===== src/rtl/uart_pkg.sv =====
// Shared UART definitions: FSM state encodings, frame width and the
// clocks-per-bit helper used by both the receiver and transmitter.
package uart_pkg;

  localparam int DATA_BITS = 8;

  typedef enum logic [2:0] {
    IDLE      = 3'd0,
    START     = 3'd1,
    DATA      = 3'd2,
    PARITY    = 3'd3,
    STOP      = 3'd4,
    WAIT_HIGH = 3'd5
  } uart_state_e;

  // Integer division; the result must land in 4..65535 for a 16-bit counter.
  function automatic int unsigned calc_clks_per_bit(input int unsigned clk_freq,
                                                    input int unsigned baud_rate);
    return clk_freq / baud_rate;
  endfunction

endpackage


===== src/rtl/sync_2ff.sv =====
// Generic two-flop synchroniser for a single asynchronous input.
// RESET_VAL sets the value both flops take during reset.
module sync_2ff #(
  parameter logic RESET_VAL = 1'b1
) (
  input  logic clk,
  input  logic reset_n,
  input  logic d,
  output logic q
);

  logic meta;

  always_ff @(posedge clk or negedge reset_n) begin
    if (!reset_n) begin
      meta <= RESET_VAL;
      q    <= RESET_VAL;
    end else begin
      meta <= d;
      q    <= meta;
    end
  end

endmodule


===== src/rtl/uart_rx.sv =====
// 8N1 UART receiver with mid-bit sampling; define UART_RX_PARITY_EN for 8E1
// framing with a parity_err pulse. fsm_state exposes the FSM for debug.
// Handshake: rx_valid is a one-cycle pulse with rx_data stable from that
// edge until the next good frame; there is no ready, so no backpressure.
module uart_rx
  import uart_pkg::*;
#(
  parameter int unsigned clk_freq  = 50000000,
  parameter int unsigned baud_rate = 9600
) (
  input  logic        clk,
  input  logic        reset_n,
  input  logic        rx_line,
  output logic [7:0]  rx_data,
  output logic        rx_valid,
  output logic        rx_busy,
  output logic        frame_err,
  output logic        parity_err,
  output uart_state_e fsm_state
);

  localparam int unsigned CLKS_PER_BIT = calc_clks_per_bit(clk_freq, baud_rate);
  localparam int unsigned HALF_BIT     = CLKS_PER_BIT / 2;
  localparam logic [15:0] BIT_LAST     = 16'(CLKS_PER_BIT - 1);
  localparam logic [15:0] HALF_LAST    = 16'(HALF_BIT - 1);
  localparam logic [2:0]  INDEX_LAST   = 3'(DATA_BITS - 1);

  logic        rx_s;
  uart_state_e state, state_next;
  logic [15:0] clk_count, count_next;
  logic [2:0]  bit_index, index_next;
  logic [7:0]  shift, shift_next;
  logic [7:0]  data_next;
  logic        valid_next, ferr_next;
`ifdef UART_RX_PARITY_EN
  logic        parity_bit, parity_next, perr_next;
`endif

  sync_2ff #(.RESET_VAL(1'b1)) u_sync (
    .clk     (clk),
    .reset_n (reset_n),
    .d       (rx_line),
    .q       (rx_s)
  );

  always_ff @(posedge clk or negedge reset_n) begin
    if (!reset_n) begin
      state     <= IDLE;
      clk_count <= '0;
      bit_index <= '0;
      shift     <= '0;
      rx_data   <= '0;
      rx_valid  <= 1'b0;
      frame_err <= 1'b0;
`ifdef UART_RX_PARITY_EN
      parity_bit <= 1'b0;
      parity_err <= 1'b0;
`endif
    end else begin
      state     <= state_next;
      clk_count <= count_next;
      bit_index <= index_next;
      shift     <= shift_next;
      rx_data   <= data_next;
      rx_valid  <= valid_next;
      frame_err <= ferr_next;
`ifdef UART_RX_PARITY_EN
      parity_bit <= parity_next;
      parity_err <= perr_next;
`endif
    end
  end

  always_comb begin
    state_next = state;
    count_next = clk_count;
    index_next = bit_index;
    shift_next = shift;
    data_next  = rx_data;
    valid_next = 1'b0;
    ferr_next  = 1'b0;
`ifdef UART_RX_PARITY_EN
    parity_next = parity_bit;
    perr_next   = 1'b0;
`endif
    case (state)
      IDLE: begin
        if (!rx_s) begin
          state_next = START;
          count_next = '0;
        end
      end
      START: begin
        // A start bit still low at mid-bit is real; anything shorter is a glitch.
        if (clk_count == HALF_LAST) begin
          count_next = '0;
          index_next = '0;
          state_next = rx_s ? IDLE : DATA;
        end else begin
          count_next = clk_count + 16'd1;
        end
      end
      DATA: begin
        if (clk_count == BIT_LAST) begin
          count_next            = '0;
          shift_next[bit_index] = rx_s;
          if (bit_index == INDEX_LAST) begin
`ifdef UART_RX_PARITY_EN
            state_next = PARITY;
`else
            state_next = STOP;
`endif
          end else begin
            index_next = bit_index + 3'd1;
          end
        end else begin
          count_next = clk_count + 16'd1;
        end
      end
`ifdef UART_RX_PARITY_EN
      PARITY: begin
        if (clk_count == BIT_LAST) begin
          count_next  = '0;
          parity_next = rx_s;
          state_next  = STOP;
        end else begin
          count_next = clk_count + 16'd1;
        end
      end
`endif
      STOP: begin
        if (clk_count == BIT_LAST) begin
          count_next = '0;
`ifdef UART_RX_PARITY_EN
          perr_next = ^shift ^ parity_bit;
`endif
          if (rx_s) begin
            data_next  = shift;
            valid_next = 1'b1;
            state_next = IDLE;
          end else begin
            ferr_next  = 1'b1;
            state_next = WAIT_HIGH;
          end
        end else begin
          count_next = clk_count + 16'd1;
        end
      end
      WAIT_HIGH: begin
        // Hold off until the line recovers so a break is not read as a start bit.
        if (rx_s) state_next = IDLE;
      end
      default: state_next = IDLE;
    endcase
  end

  assign rx_busy   = (state != IDLE);
  assign fsm_state = state;

`ifndef UART_RX_PARITY_EN
  assign parity_err = 1'b0;
`endif

endmodule


===== config.mk =====
export PLATFORM = sky130hd
export DESIGN_NAME = uart_rx
export DESIGN_NICKNAME = d
export VERILOG_FILES = /design/src/rtl/uart_pkg.sv /design/src/rtl/sync_2ff.sv /design/src/rtl/uart_rx.sv
export SDC_FILE = /design/constraint.sdc
export NUM_CORES = 1
export LEC_CHECK = 0
export BUFFER_PORTS_ARGS = -buffer_cell sky130_fd_sc_hd__buf_2
export CAP_MARGIN = 20
export CORE_ASPECT_RATIO = 0.6
export CORE_MARGIN = 1
export CORE_UTILIZATION = 40
export DETAILED_ROUTE_END_ITERATION = 10
export PLACE_DENSITY_LB_ADDON = 0.3
export SETUP_SLACK_MARGIN = 0.3
export SKIP_LAST_GASP = 1
export SLEW_MARGIN = 20
export SYNTH_ARGS = -nofsm -noshare
export SYNTH_HDL_FRONTEND = slang
export SYNTH_HIERARCHICAL = 1
export SYNTH_SLANG_ARGS = --single-unit

===== constraint.sdc =====
create_clock -name clk -period 2.82 [get_ports clk]
set_clock_uncertainty 0.2 [all_clocks]
set_input_delay 0.564 -clock clk [delete_from_list [all_inputs] [get_ports clk]]
set_output_delay 0.564 -clock clk [all_outputs]
set_load 0.1 [all_outputs]

==> impl_metrics.ini <==
[critical_path]
path_cells = ha_1 -> and4bb_1 -> nand4_1 -> or3_4 -> nor3b_2 -> mux2_1
arrival_ns = 2.33
crit_family = simple AND/OR/NAND/NOR gates
crit_buf_inv = 0
crit_required_ns = 2.79
cp_max_fo = 7
worstSetupPathType = flop to flop
worstSetupStartpointType = flop
end_kind = flop
critical_path.max_stage_delay_ns = 0.40
crit_path_top_delay_cell = or3_4

[synthesis]
synthDistinctLibCells = 49
synthSimpleGateAreaFrac = 0.236
synth_area_leaders = dfrtp_1, mux2_2, nand2_1
synth_top_cell_by_area = dfrtp_1
seq_area_frac_synth = 0.478
syn_avg_cell_area_um2 = 10.6
synthAdderAreaFrac = 0.0170
synth_compound_area_frac = 0.107
synth_fp_nets = 214
synth_area_um2 = 2200
synth_top_area_frac = 0.454
synth_ff_type = dfrtp_1
synthArstFlopShare = 1.00
syn_inst = 208
synth_top_family_by_area = simple AND/OR/NAND/NOR gates
synth_edf_count = 0
synthXorXnorAreaFrac = 0.0238
ys_ff_latch = 42
synthMuxAreaShare = 0.0965
yosysWarnings = 6

[sta]
tightest_slew_ns = 0.574
fmax_mhz = 424
tns_ns = 0
finalCritPeriodShare = 0.836
setup_viol_count_final = 0
whs_ns = 0.111
layout_setup_ws_ns = 0.464
rsz0062_at_grt = false
slew_viol_final = 0
slew_headroom = 0.614
hold_viol = 0
timing.final.crit_period_ns = 2.36

[final_layout]
layout.cells.non_filler = 288
drive_gt1_frac = 0.257
layout.nets = 227
post-route-util = 0.465
fin_area_um2 = 2410
n_antenna_cell = 0
area.growth.synth_to_final_pct = 9.19
fillers = 481

[clock_network]
root_buffer = clkbuf_8
cts_buffers = 5
hold_buffers = 0
htree_levels = 2
clockBufferDepth = 2
clock_sink_count = 42
cts_tree = yes
clk_pin_slew_ns = 0.08
clkLatencyLatePin_ns = 0.30
cts_setup_buffers = 0
post_cts_resized = 0

[power]
p_sw_mw = 0.232
peakVddDrop_mv = 0.237
power_mw = 1.04
power_density_nw_per_um2 = 430
p_clk_frac = 0.393
p_int_mw = 0.804
leakage_nw = 1.11
p_sw_frac = 0.224
combPwrFrac = 0.020
p_seq_frac = 0.587

[die]
start_util = 0.426
io_pins = 18
core_um2 = 5180
fp.dieArea_um2 = 5820
fp.dieW_um = 97.8
die_y_um = 59.5
rows = 20

[placed_design]
place.gp.congestion = 0.821
numPortBuffers = 16
dp_cells = 280
post_dp_cell_area_um2 = 2310
place_ws_ns = 0.474
place_hpwl_um = 3010

[route]
dr_wl_met2_um = 1660
wl_met1_um = 2400
dr.pass1.iters = 7
vias_per_cell = 5.56
drt-total-wl_um = 4310
wl_per_cell_um = 15.0
num_vias = 1601
met3WireLength_um = 209
ant_nets = 0
route.detailed.drc = 5
drtIter0Drc = 85
highest_layer = met4

[run_status]
failed_checks = DRC
outcome = complete, but fails checks

[global_routing]
grt_start_max_net_pins = 43
grt_pass1_wl_um = 7040
grt_overflow_total = 0
antenna_found_initial = 0
grt_usage = 0.156
grt_pass1_vias = 1415

[min_path]
min_path_type = input port to async pin

[run]
max-cap-violations = 0
-- placed cells by master (no fill, tap or decap), types with 3 or more instances in the layout --
| cell type | synthesis | final |
|---|---|---|
| buf_2 | 4 | 16 |
| nand2_1 | 20 | 20 |
| nand3b_1 | 5 | 5 |
| xor2_1 | 4 | 4 |
| mux2_1 | 3 | 3 |
| inv_1 | 4 | 4 |
| nand3_1 | 8 | 8 |
| a21oi_1 | 7 | 7 |
| and3_1 | 4 | 4 |
| a22o_1 | 5 | 5 |
| mux2_2 | 15 | 15 |
| dfrtp_1 | 40 | 39 |
| nor2_1 | 9 | 9 |
| nor3_1 | 7 | 7 |
| a31oi_1 | 4 | 4 |
| clkbuf_8 | 0 | 6 |
| ha_1 | 3 | 3 |
| nand4_1 | 5 | 5 |
| o21ai_0 | 13 | 13 |
| nor3b_2 | 3 | 3 |
-- cells in the mapped netlist, types with 2 or more instances --
library cell / count
nor3b_2: 3
and4bb_1: 2
dfstp_2: 2
a21oi_1: 7
mux2_2: 15
nor2_1: 9
nor3b_1: 2
nor4bb_1: 2
ha_1: 3
nand2b_1: 2
o211ai_1: 2
nor3_1: 7
or3_1: 3
mux2_1: 3
xnor2_1: 2
buf_2: 4
a31oi_1: 4
xor2_1: 4
nand2_1: 20
buf_6: 2
clkbuf_1: 4
buf_4: 2
a22o_1: 5
nand3b_1: 5
nand4_1: 5
dfrtp_1: 40
nand3_1: 8
and3_1: 4
inv_1: 4
nor2b_1: 2
o21ai_0: 13
-- registers in the layout, summed over array words and instances (netlist names) --
register	flops
clk_count	16
rx_valid	1
rx_data	8
shift	8
fsm_state	3
u_sync/q	1
u_sync/meta	1
bit_index	3
frame_err	1
-- worst paths after layout --
path                              start       endpoint  slack, ns  depth (start not counted)
max                        clk_count[0]       shift[2]       0.46                          6
min reg2reg                 u_sync/meta       u_sync/q       0.16                          0
max reg2reg                clk_count[0]       shift[2]       0.46                          6
min                             reset_n  clk_count[13]       0.11                          2
min in group clk                rx_line    u_sync/meta       0.15                          1
max in group asynchronous       reset_n   fsm_state[1]       1.93                          2
-- kinds of logic after synthesis --
kind of cell | Yosys count
and+or+nand+nor | 85
AOI/OAI and AO/OA | 36
buffers and inverters | 16
muxes | 19
DFF | 42
other | 1
xor gates and xnor gates | 6
adders and majority gates | 3
-- per-layer routing --
metal	vias to the layer above	global-route usage
li1	781	-
met1	776	0.251
met2	40	0.198
met3	4	0.0354
met4	0	0.0519
met5	-	0
-- cell type report --
| class | count | area, um2 | share of cell area |
|---|---|---|---|
| Tap cell | 66 | 82.6 | 0.0343 |
| Sequential cell | 42 | 1050 | 0.438 |
| Inverter | 4 | 15.0 | 0.00624 |
| Clock buffer | 6 | 82.6 | 0.0343 |
| Clock inverter | 2 | 12.5 | 0.00520 |
| Multi-Input combinational cell | 150 | 1060 | 0.442 |
| Timing Repair Buffer | 18 | 95.1 | 0.0395 |
-- power groups by stage --
stage               logic [mW]  registers, mW  clock network (mW)
global route            0.0235          0.609               0.443
CTS                     0.0219          0.608               0.422
global placement        0.0216          0.620                   0
finish                  0.0204          0.608               0.407
detailed placement      0.0218          0.620                   0
floorplan               0.0110          0.617                   0
No activity file was read; power rests on OpenSTA's default activity.
